==> config.mk <==
export PLATFORM = sky130hd
export DESIGN_NAME = lsu_bus_flat
export DESIGN_NICKNAME = d
export VERILOG_FILES = /design/src/rtl/lsu_bus_if.sv /design/src/rtl/lsu_bus.sv /design/src/flat_wrapper.sv
export SDC_FILE = /design/constraint.sdc
export NUM_CORES = 1
export LEC_CHECK = 0
export CAP_MARGIN = 0
export CORE_ASPECT_RATIO = 1.25
export CORE_UTILIZATION = 36
export CTS_CLUSTER_DIAMETER = 60
export CTS_CLUSTER_SIZE = 16
export DETAILED_ROUTE_END_ITERATION = 8
export PLACE_DENSITY = 0.8
export SLEW_MARGIN = 10
export SYNTH_ARGS = -nofsm -noshare
export SYNTH_HDL_FRONTEND = slang
export SYNTH_SLANG_ARGS = --single-unit
export TNS_END_PERCENT = 50
==> constraint.sdc <==
create_clock -name clk -period 1.8 [get_ports clk]
set_input_delay 0.18 -clock clk [delete_from_list [all_inputs] [get_ports clk]]
set_output_delay 0.18 -clock clk [all_outputs]
set_load 0.01 [all_outputs]
==> src/rtl/lsu_bus_if.sv <==
// lsu_bus_if: request/response bus between the load/store unit and memory.
`default_nettype none

interface lsu_bus_if;
    logic        req_valid_o;
    logic        req_ready_i;
    logic [31:0] req_addr_o;
    logic        req_we_o;
    logic [31:0] req_wdata_o;
    logic [3:0]  req_strb_o;
    logic        resp_valid_i;
    logic [31:0] resp_data_i;
    logic        resp_err_i;

    modport master (
        output req_valid_o, req_addr_o, req_we_o, req_wdata_o, req_strb_o,
        input  req_ready_i, resp_valid_i, resp_data_i, resp_err_i
    );

    modport slave (
        input  req_valid_o, req_addr_o, req_we_o, req_wdata_o, req_strb_o,
        output req_ready_i, resp_valid_i, resp_data_i, resp_err_i
    );
endinterface

`default_nettype wire

==> src/rtl/lsu_bus.sv <==
// +----------------------------------------------------------------------+
// | lsu_bus : single-outstanding load/store bus master (IDLE/REQ/RESP).   |
// | Optional misaligned-access trap: define LSU_MISALIGN_TRAP_EN.         |
// | Rev 1.0                                                               |
// +----------------------------------------------------------------------+
`default_nettype none

module lsu_bus (
    input  logic        clk,
    input  logic        rst,
    input  logic        op_vld_i,
    input  logic [1:0]  op_typ_i,
    input  logic [2:0]  width_i,
    input  logic [31:0] addr_i,
    input  logic [31:0] wdata_i,
    output logic        lsu_bp_o,
    output logic [1:0]  wb_op_typ_o,
    output logic [2:0]  wb_width_o,
    output logic [31:0] wb_addr_o,
    output logic [31:0] lsu_rd_data_o,
    output logic        lsu_exc_o,
    lsu_bus_if.master   bus
);

    localparam logic [1:0] c_OP_NONE  = 2'd0;
    localparam logic [1:0] c_OP_STORE = 2'd2;
    localparam logic [2:0] c_W_H      = 3'd1;
    localparam logic [2:0] c_W_W      = 3'd2;
    localparam logic [2:0] c_W_HU     = 3'd5;

    typedef enum logic [1:0] {
        S_IDLE = 2'd0,
        S_REQ  = 2'd1,
        S_RESP = 2'd2
    } state_t;

    state_t      r_state;
    state_t      w_state_nxt;
    logic        r_back;
    logic        w_accept;
    logic        w_bp;
    logic        w_done;
    logic        w_misalign;
    logic [3:0]  w_strb;
    logic [31:0] w_wdata;

    logic [1:0]  r_wb_typ;
    logic [2:0]  r_wb_width;
    logic [31:0] r_wb_addr;
    logic [31:0] r_req_addr;
    logic        r_req_we;
    logic [3:0]  r_req_strb;
    logic [31:0] r_req_wdata;
    logic [31:0] r_rdata;
    logic        r_exc;

    assign w_done = (r_state == S_RESP) && bus.resp_valid_i;

`ifdef LSU_MISALIGN_TRAP_EN
    assign w_misalign = (((width_i == c_W_H) || (width_i == c_W_HU)) && addr_i[0])
                      || ((width_i == c_W_W) && (addr_i[1:0] != 2'b00));
`else
    assign w_misalign = 1'b0;
`endif

    always_ff @(posedge clk) begin
        if (rst) begin
            r_state <= S_IDLE;
        end else begin
            r_state <= w_state_nxt;
        end
    end

    // r_back blocks acceptance in the first IDLE cycle after a completed response
    always_comb begin
        w_state_nxt = r_state;
        w_accept    = 1'b0;
        w_bp        = 1'b0;
        case (r_state)
            S_IDLE: begin
                if (op_vld_i && (op_typ_i != c_OP_NONE) && !r_back) begin
                    w_accept = 1'b1;
                    w_bp     = 1'b1;
                    if (!w_misalign) begin
                        w_state_nxt = S_REQ;
                    end
                end
            end
            S_REQ: begin
                w_bp = 1'b1;
                if (bus.req_ready_i) begin
                    w_state_nxt = S_RESP;
                end
            end
            S_RESP: begin
                w_bp = !bus.resp_valid_i;
                if (bus.resp_valid_i) begin
                    w_state_nxt = S_IDLE;
                end
            end
            default: w_state_nxt = S_IDLE;
        endcase
    end

    // BU/HU share the low width bits of B/H; unused codes fall back to word
    always_comb begin
        w_strb  = 4'b1111;
        w_wdata = 32'h0;
        if (op_typ_i == c_OP_STORE) begin
            case (width_i[1:0])
                2'd0: begin
                    w_strb  = 4'b0001 << addr_i[1:0];
                    w_wdata = {4{wdata_i[7:0]}};
                end
                2'd1: begin
                    w_strb  = 4'b0011 << addr_i[1:0];
                    w_wdata = {2{wdata_i[15:0]}};
                end
                default: begin
                    w_strb  = 4'b1111;
                    w_wdata = wdata_i;
                end
            endcase
        end
    end

    always_ff @(posedge clk) begin
        if (rst) begin
            r_back      <= 1'b0;
            r_wb_typ    <= 2'd0;
            r_wb_width  <= 3'd0;
            r_wb_addr   <= 32'h0;
            r_req_addr  <= 32'h0;
            r_req_we    <= 1'b0;
            r_req_strb  <= 4'h0;
            r_req_wdata <= 32'h0;
            r_rdata     <= 32'h0;
            r_exc       <= 1'b0;
        end else begin
            r_back <= w_done;
            r_exc  <= 1'b0;
            if (w_accept) begin
                r_wb_typ    <= op_typ_i;
                r_wb_width  <= width_i;
                r_wb_addr   <= addr_i;
                r_req_addr  <= {addr_i[31:2], 2'b00};
                r_req_we    <= (op_typ_i == c_OP_STORE);
                r_req_strb  <= w_strb;
                r_req_wdata <= w_wdata;
                r_exc       <= w_misalign;
            end
            if (w_done) begin
                r_rdata <= bus.resp_data_i;
                r_exc   <= bus.resp_err_i;
            end
        end
    end

    assign lsu_bp_o        = w_bp;
    assign wb_op_typ_o     = r_wb_typ;
    assign wb_width_o      = r_wb_width;
    assign wb_addr_o       = r_wb_addr;
    assign lsu_rd_data_o   = w_done ? bus.resp_data_i : r_rdata;
    assign lsu_exc_o       = r_exc;
    assign bus.req_valid_o = (r_state == S_REQ);
    assign bus.req_addr_o  = r_req_addr;
    assign bus.req_we_o    = r_req_we;
    assign bus.req_strb_o  = r_req_strb;
    assign bus.req_wdata_o = r_req_wdata;

endmodule

`default_nettype wire

==> src/flat_wrapper.sv <==
// flat-port wrapper written by rule: the top's interface ports become plain ports
module lsu_bus_flat 
  (clk, rst, op_vld_i, op_typ_i, width_i, addr_i, wdata_i, lsu_bp_o, wb_op_typ_o, wb_width_o, wb_addr_o, lsu_rd_data_o, lsu_exc_o, bus_req_valid_o, bus_req_addr_o, bus_req_we_o, bus_req_wdata_o, bus_req_strb_o, bus_req_ready_i, bus_resp_valid_i, bus_resp_data_i, bus_resp_err_i);
  lsu_bus_if bus_i ();
  input  logic clk;
  input  logic rst;
  input  logic op_vld_i;
  input  logic [1:0] op_typ_i;
  input  logic [2:0] width_i;
  input  logic [31:0] addr_i;
  input  logic [31:0] wdata_i;
  output logic lsu_bp_o;
  output logic [1:0] wb_op_typ_o;
  output logic [2:0] wb_width_o;
  output logic [31:0] wb_addr_o;
  output logic [31:0] lsu_rd_data_o;
  output logic lsu_exc_o;
  output wire logic [$bits(bus_i.req_valid_o)-1:0] bus_req_valid_o;
  output wire logic [$bits(bus_i.req_addr_o)-1:0] bus_req_addr_o;
  output wire logic [$bits(bus_i.req_we_o)-1:0] bus_req_we_o;
  output wire logic [$bits(bus_i.req_wdata_o)-1:0] bus_req_wdata_o;
  output wire logic [$bits(bus_i.req_strb_o)-1:0] bus_req_strb_o;
  input wire logic [$bits(bus_i.req_ready_i)-1:0] bus_req_ready_i;
  input wire logic [$bits(bus_i.resp_valid_i)-1:0] bus_resp_valid_i;
  input wire logic [$bits(bus_i.resp_data_i)-1:0] bus_resp_data_i;
  input wire logic [$bits(bus_i.resp_err_i)-1:0] bus_resp_err_i;
  assign bus_req_valid_o = bus_i.req_valid_o;
  assign bus_req_addr_o = bus_i.req_addr_o;
  assign bus_req_we_o = bus_i.req_we_o;
  assign bus_req_wdata_o = bus_i.req_wdata_o;
  assign bus_req_strb_o = bus_i.req_strb_o;
  assign bus_i.req_ready_i = bus_req_ready_i;
  assign bus_i.resp_valid_i = bus_resp_valid_i;
  assign bus_i.resp_data_i = bus_resp_data_i;
  assign bus_i.resp_err_i = bus_resp_err_i;
  lsu_bus u_core (.clk(clk), .rst(rst), .op_vld_i(op_vld_i), .op_typ_i(op_typ_i), .width_i(width_i), .addr_i(addr_i), .wdata_i(wdata_i), .lsu_bp_o(lsu_bp_o), .wb_op_typ_o(wb_op_typ_o), .wb_width_o(wb_width_o), .wb_addr_o(wb_addr_o), .lsu_rd_data_o(lsu_rd_data_o), .lsu_exc_o(lsu_exc_o), .bus(bus_i));
endmodule
# == After elaboration in Yosys (flattened, before gate mapping) ==
# Cells that the tools add are included.
# word_totals
register_bits,140
input_bits,107
output_inout_bits,141
wordCells,43
# classes
eq_ne,7
shifts,2
n_mux,12
n_bitwise,1
reduce_logical,10
# op_table
operator,n
two-way mux 32 bit,2
one-hot mux 32 bit (2 select lines),1
one-hot mux 4 bit (2 select lines),1
two-way mux 2 bit,3
one-hot mux 2 bit (3 select lines),1
"equality test 2 x 1 -> 1 bit, second input constant",2
"equality test 2 bit, second input constant",2
logical NOT 2 bit,2
two-way mux 4 bit,1
"!= test 2 x 1 -> 1 bit, second input constant",2
"left shift 1 x 2 -> 4 bit, first input constant",1
"left shift 2 x 2 -> 4 bit, first input constant",1
logical AND 1 bit,3
one-hot mux 1 bit (3 select lines),1
AND reduction 3 bit,1
logical NOT 1 bit,2
two-way mux 1 bit,2
"!= test 2 bit, second input constant",1
nonzero test 2 bit,1
OR reduction 2 bit,1
inverter 1 bit,1

# == Depth between registers and ports, before layout ==
# Gate-level depths: netlist of the first run.
# logic_depth
word_depth,5
mapped_depth,6

# == Worst setup path before layout of the first run ==
# No wires, ideal clock.
# synth_path
kind,register -> register
start,register u_core.r_state[1]
end,"register u_core.r_req_wdata[17], in the netlist u_core.bus.req_wdata_o[17]"
setup_ns,0.070
t_arrival_ns,1.729
path_slack_ns,0.000
stages_incl_launch_ff,6
period_less_slack_ns,1.800
cell_sequence,dfxtp_1 or4b_1 buf_2 buf_6 or4_1 a21oi_1
# synth_between
elab_chain_cells,2
# synth_rtl
item,line,source
start: declaration,lsu_bus.sv:37,state_t r_state;
start signal: assignment,lsu_bus.sv:70,r_state <= w_state_nxt;
logical NOT 2 bit,lsu_bus.sv:79,case (r_state)
two-way mux 1 bit,lsu_bus.sv:79,
end signal: assignment,lsu_bus.sv:149,r_req_wdata <= w_wdata;
end: declaration,lsu_bus.sv:53,logic [31:0] r_req_wdata;
# No other way between the ends.
# A chain may end at the register's enable or synchronous reset.

# == Final worst setup path of the first run ==
# layout_path
start,register u_core.r_state[0]
end,output lsu_rd_data_o[14]
# layout_between
elab_chain_cells,3
# layout_rtl
item,line,source
equality test 2 bit,lsu_bus.sv:57,assign w_done = (r_state == S_RESP) && bus.resp_valid_i;
logical AND 1 bit,lsu_bus.sv:57,
two-way mux 32 bit,lsu_bus.sv:163,assign lsu_rd_data_o = w_done ? bus.resp_data_i : r_rdata;
end: declaration,flat_wrapper.sv:16,output logic [31:0] lsu_rd_data_o;
# No other way between the ends.

==> reports/results.tsv, run 1 <==
stage	metric	value	unit
synthesis	synth_top_cell_area_share	0.4497	
floorplan	coreArea	0.01323	mm^2
synthesis	yosys_warnings	0	
synthesis	yosysTopAreaCell	dfxtp_1	
timing	hold_viol	0	
timing	max_freq	507.5	MHz
clocking	clock_latency	0.34	ns
routing	viasPerCell	5.253	
critical_path	cpPeakStageDelay	0.34	ns
timing	fin_crit_sh	1.095	
final_layout	final_common_cell	clkdlybuf4s50_1	
placed_design	routabilityCongestion	0.8124	
routing	vias	4833	
global_route	antenna_found_initial	0	
critical_path	required	1.62	ns
critical_path	worstPathMaxFanout	7	
routing	drtPass1Iterations	5	
floorplan	dieArea	0.01408	mm^2
synthesis	syn_area_per_cell	9.171	um^2
critical_path	cp_top_family	buffers and inverters	
timing	worst_hold_slack	0.2287	ns
placed_design	dp_hpwl	11.35	mm
power	finalPower	5.794	mW
clocking	ctsHtreeMaxLevel	3	
final_layout	fin_util	0.6038	
clocking	path_clk_slew	0.07	ns
worst_hold_path	hold_class	input port to flip-flop	
floorplan	initial_core_util	0.3701	
final_layout	drive_above_1_share	0.1909	
worst_hold_path	min_from	rst	
clocking	cts_made_buffers	9	
critical_path	critPathLaunchType	flip-flop	
outcome	outcome	finished with violations	
critical_path	slowest_stage	dfxtp_2	
floorplan	dieWidth	106.3	um
power	power.density	725.3	mW/mm^2
timing	fin_tns_setup	-4.426	ns
clocking	cts.sinks	110	
critical_path	ff2ff_path_depth	4	
global_route	grt.total_usage	0.2176	
clocking	clk_path_buf_depth	2	
routing	drt-initial-drc-count	273	
power	ir_worst_vdd	426.5	uV
final_layout	nets	852	
final_layout	final_cell_mix	clkdlybuf4s50_1 (210), dfxtp_1 (109), a21oi_1 (63)	
synthesis	synth_cells	534	
clocking	cts_root_buf	clkbuf_16	
final_layout	syn2layout_area_growth	63.13	%
routing	drc_errors	0	
placed_design	pre_cts_slack	-0.4464	ns
critical_path	critical_path_depth	7	
timing	drv_slew	0	
floorplan	rows	47	
placed_design	portBuffers	245	
synthesis	ys_types	32	
outcome	violations	setup timing	
power	leakagePower	3.043	nW
critical_path	startpoint	u_core.r_state[0]	
critical_path	arrival	1.79	ns
final_layout	num_antenna_cells	0	
synthesis	ys_seq_area_frac	0.4497	
timing	rsz0062_at_grt	yes	
global_route	grt_pass1_vias	4831	
critical_path	rr_startpoint	u_core.r_state[1]	
floorplan	boundaryPins	248	
critical_path	crit_top_cell	buf_6	
routing	drt-wirelength-per-cell	17.43	um
timing	final.setup.worst_slack	-0.1706	ns
routing	ant_nets	0	
critical_path	crit_chain	buf_6 -> nand3b_1 -> buf_6 -> clkbuf_16 -> buf_4 -> mux2_2 -> buf_6	
routing	wl	16.04	mm
timing	period_minus_slack	1.971	ns
critical_path	rrSetupSlack	-0.15	ns
synthesis	ys_top_cells_by_area	dfxtp_1 (45%), mux2_2 (9.4%), a21oi_1 (6.9%)	
floorplan	die_h	132.4	um
global_route	grt_overflow_total	0	
global_route	grt_pass1_wl	24.43	mm
global_route	grt_max_degree	43	
synthesis	ys_ff_latch	110	
critical_path	cp.buffers_inverters	5	
critical_path	rr_endpoint	u_core.bus.req_wdata_o[22]	
final_layout	fillers	1099	
timing	fin_skew	0.008187	ns
synthesis	synth_area	0.004897	mm^2
clocking	cts_tree	done	
worst_hold_path	worstHoldPathCells	2	
critical_path	critPathCaptureType	output pin	
critical_path	crit_type	flip-flop to output pin	
worst_hold_path	hold_path_end	u_core.r_rdata[14]	
flow_run	maxCapViolations	0	
timing	setup_viol	52	
-- stage by stage --
step	std cells	area, um^2
3_5_place_dp	895	7436
4_1_cts	912	7666
2_1_floorplan	535	4901
6_report	920	7989
5_1_grt	920	7989
3_3_place_gp	895	7436
-- cell usage after synthesis --
cell       count
nand2_1        5
nand3b_1       3
buf_2          3
or4b_1         1
buf_6          1
a21oi_1       68
o32ai_1        7
o211ai_1       8
a311oi_1       4
clkbuf_1      49
buf_4         32
or2_2          2
mux2i_1       15
inv_1          7
o21ai_0       63
conb_1         1
nor4b_2        1
or4_1          8
o2111ai_1      1
o21bai_1       1
o21a_1         8
nand2b_1       2
nand4b_1       8
nor2_1         4
a211oi_1       2
dfxtp_1      110
mux2_2        41
nor2b_1       34
nand3_1       35
nor3b_1        8
or3b_2         1
and2_1         1
-- how the worst max path moves through the flow --
stage and end:
2_1_floorplan u_core.bus.req_wdata_o[17], 3_3_place_gp u_core.bus.req_wdata_o[20], 3_5_place_dp u_core.bus.req_wdata_o[22], 4_1_cts lsu_rd_data_o[17], 5_1_grt lsu_rd_data_o[14], 6_report lsu_rd_data_o[14]
-- power breakdown --
| group | internal (mW) | leakage, nW | switching (mW) |
|---|---|---|---|
| sequential | 2.53 | 0.895 | 0.0627 |
| combinational | 0.703 | 2.00 | 0.537 |
| clock | 1.07 | 0.145 | 0.884 |
-- flip-flops by register name, indices dropped and copies added (netlist names) --
name                    flops
u_core.wb_op_typ_o          2
u_core.bus.req_strb_o       4
u_core.r_rdata             32
u_core.lsu_exc_o            1
u_core.wb_addr_o           32
u_core.bus.req_wdata_o     32
u_core.wb_width_o           3
u_core.bus.req_we_o         1
u_core.r_state              2
u_core.r_back               1
-- worst reg2reg max path, delay by kind of cell (launching register included) --
kind,cells,cell delay (ns)
flip-flops,1,0.31
AO/OA/AOI/OAI,1,0.15
buffers and inverters,1,0.19
AND/OR/NAND/NOR,2,1.24
-- layer usage --
metal  global-route usage  up-vias  routed length [um]
met3              0.04894       44                1092
li1                     -     2287                   -
met4               0.1211        0                 612
met2               0.3896      220                8394
met5                    0        -                   0
met1               0.2332     2282                5938
-- cells by family (layout without fill, tap and decap cells) --
kind of cell	count (synthesis)	in the layout	share of synthesized area
AOI/OAI and AO/OA	162	162	0.1845
buffers and inverters	92	306	0.09734
DFF	110	110	0.4497
muxes	56	56	0.1249
other	1	2	0.0007657
and+or+nand+nor	113	113	0.1428
-- layout make-up --
| class | count | area (um^2) | area share |
|---|---|---|---|
| timing repair buffer | 284 | 2922 | 0.3657 |
| multi-input combinational | 333 | 2336 | 0.2924 |
| sequential | 110 | 2203 | 0.2758 |
| clock buffer | 9 | 225.2 | 0.02819 |
| tap | 171 | 214.0 | 0.02678 |
| clock inverter | 6 | 62.56 | 0.007831 |
| inverter | 7 | 26.28 | 0.003289 |
-- repair_timing --
action                                  in CTS  in global routing
resized for setup                          128                 92
buffers inserted                             1                  6
hold endpoints to repair                     0                  0
endpoints found under the setup margin      59                 83
hold buffers                                 0                  0
gates cloned                                 1                  2
Power figures use the tool's default switching activity.
==> run 2: changes to the inputs <==
--- a/config.mk
+++ b/config.mk
@@ -5,8 +5,10 @@
 export SDC_FILE = /design/constraint.sdc
 export NUM_CORES = 1
 export LEC_CHECK = 0
-export CAP_MARGIN = 0
+export ABC_CLOCK_PERIOD_IN_PS = 1800
+export CAP_MARGIN = 10
 export CORE_ASPECT_RATIO = 1.25
+export CORE_MARGIN = 2
 export CORE_UTILIZATION = 36
 export CTS_CLUSTER_DIAMETER = 60
 export CTS_CLUSTER_SIZE = 16
==> reports/results.tsv, run 2 (synthesis gave the netlist of run 1 again) <==
stage	metric	value	unit	change
outcome	outcome	finished with violations		
outcome	violations	setup timing		
final_layout	final_common_cell	clkdlybuf4s50_1		
floorplan	coreArea	0.01329	mm^2	+0.44%
timing	rsz0062_at_grt	yes		
global_route	grt_max_degree	52		+21%
power	ir_worst_vdd	444.1	uV	+4.1%
placed_design	dp_hpwl	11.63	mm	+2.4%
final_layout	fillers	1076		-2.1%
timing	max_freq	510.5	MHz	+0.61%
routing	wl	17.14	mm	+6.9%
critical_path	cpPeakStageDelay	0.35	ns	about the same
clocking	path_clk_slew	0.08	ns	about the same
timing	fin_crit_sh	1.088		-0.006595
critical_path	rr_startpoint	u_core.r_state[0]		
timing	final.setup.worst_slack	-0.1587	ns	+0.01187 ns
routing	drtPass1Iterations	4		-1
floorplan	die_h	134.4	um	+1.5%
clocking	cts.sinks	110		unchanged
clocking	clk_path_buf_depth	2		unchanged
routing	drt-wirelength-per-cell	18.43	um	+5.7%
final_layout	nets	861		+1.1%
routing	ant_nets	0		unchanged
critical_path	rr_endpoint	u_core.bus.req_wdata_o[19]		
critical_path	crit_type	flip-flop to output pin		
timing	drv_slew	0		unchanged
placed_design	place_area	0.007431	mm^2	about the same
critical_path	rrSetupSlack	-0.12	ns	+0.03 ns
global_route	grt_pass1_wl	24.81	mm	+1.6%
floorplan	dieWidth	108.3	um	+1.9%
clocking	postCtsHoldBufs	0		unchanged
final_layout	fin_util	0.6279		+0.02416
final_layout	stdcell_area	0.008346	mm^2	+4.5%
timing	setup_viol	65		+25%
critical_path	required	1.62	ns	about the same
critical_path	crit_chain	buf_6 -> nand3b_1 -> buf_6 -> buf_6 -> buf_6 -> mux2_4 -> buf_6		
placed_design	routabilityCongestion	0.8478		+4.4%
floorplan	initial_core_util	0.3685		-0.001638
global_route	grt.total_usage	0.2159		-0.001730
critical_path	arrival	1.78	ns	about the same
routing	drc_errors	0		unchanged
final_layout	syn2layout_area_growth	70.41	%	
floorplan	dieArea	0.01456	mm^2	+3.4%
timing	fin_tns_setup	-3.328	ns	+1.098 ns
clocking	cts_tree	done		
critical_path	crit_end	lsu_rd_data_o[1]		
power	leakagePower	3.187	nW	+4.7%
critical_path	startpoint	u_core.r_state[1]		
global_route	grt_overflow_total	0		unchanged
global_route	antenna_found_initial	0		unchanged
clocking	cts_made_buffers	9		unchanged
clocking	ctsHtreeMaxLevel	3		unchanged
worst_hold_path	hold_class	input port to flip-flop		
critical_path	ff2ff_path_depth	5		+1
final_layout	num_antenna_cells	0		unchanged
power	power.density	728.5	mW/mm^2	+0.44%
final_layout	drive_above_1_share	0.2398		+0.04887
routing	vias	4902		+1.4%
routing	viasPerCell	5.271		+0.34%
routing	drt-initial-drc-count	212		-22%
timing	period_minus_slack	1.959	ns	-0.01187 ns
clocking	clock_latency	0.34	ns	about the same
floorplan	boundaryPins	248		unchanged
critical_path	worstPathMaxFanout	6		-1
clocking	cts_root_buf	clkbuf_16		
placed_design	portBuffers	245		unchanged
timing	hold_viol	0		unchanged
final_layout	final_cell_mix	clkdlybuf4s50_1 (210), dfxtp_1 (108), a21oi_1 (61)		
critical_path	critPathCaptureType	output pin		
flow_run	maxCapViolations	0		unchanged
critical_path	crit_top_cell	buf_6		
timing	fin_skew	0.008222	ns	+0.00003448 ns
floorplan	rows	47		unchanged
global_route	grt_pass1_vias	4973		+2.9%
critical_path	critPathLaunchType	flip-flop		
critical_path	slowest_stage	dfxtp_4		
-- run 2: cell count changes in the layout (fill, tap and decap cells not counted), sizes merged --
cell | before | now
clkinv | 4 | 1
clkbuf | 13 | 14
inv | 8 | 12
buf | 69 | 77
-- run 2: worst min-delay path by stage --
stage	start	to	slack, ns	depth (start not counted)
final	rst	u_core.r_rdata[10]	0.23	2
after global routing	rst	u_core.r_rdata[10]	0.24	2
after CTS	rst	u_core.r_rdata[11]	0.22	2
after detailed placement	u_core.wb_op_typ_o[1]	u_core.wb_op_typ_o[1]	0.47	2
after global placement	u_core.bus.req_wdata_o[3]	u_core.bus.req_wdata_o[3]	0.46	2
after floorplan	bus_resp_err_i	u_core.lsu_exc_o	0.30	1
-- run 2: through the flow --
step	total power [mW]	hold WS [ns]	instances	setup WS, ns
global route	6.306	0.2391	930	-0.2156
finish	6.079	0.2337	930	-0.1587
floorplan	3.170	0.3017	535	0.0003534
global placement	3.810	0.4602	896	-0.3814
CTS	5.946	0.2228	917	-0.1793
detailed placement	3.843	0.4698	896	-0.4455
-- run 2: report_power, final --
group / switching (mW) / internal (mW)
registers: 0.0697 / 2.53
clock network: 0.989 / 1.12
logic: 0.593 / 0.776
-- run 2: worst max-delay path, delay by kind of cell (launching register included) --
family | cells | cell delay, ns
mux | 1 | 0.30
simple gates | 1 | 0.14
flops | 1 | 0.35
buf+inv | 5 | 0.64
-- run 2: area by class of cell --
type | count | area [um^2] | area share
clock buffer | 9 | 225.2 | 0.02699
sequential | 110 | 2210 | 0.2648
multi-input combinational | 333 | 2509 | 0.3006
tap | 171 | 214.0 | 0.02564
timing repair buffer | 293 | 3074 | 0.3684
clock inverter | 7 | 87.58 | 0.01049
inverter | 7 | 26.28 | 0.003148
-- run 2: metal layers --
layer,GRT usage,share of wire
met5,0,0
met1,0.2424,0.37
met3,0.05248,0.076
met2,0.3812,0.53
met4,0.09900,0.030
-- run 2: what timing repair did --
| item | CTS | global route |
|---|---|---|
| resized for setup | 137 | 180 |
| gates cloned | 2 | 6 |
| pin swaps | 0 | 26 |
| setup endpoints to repair | 96 | 105 |
| hold endpoints to repair | 0 | 0 |
| buffers inserted | 3 | 8 |
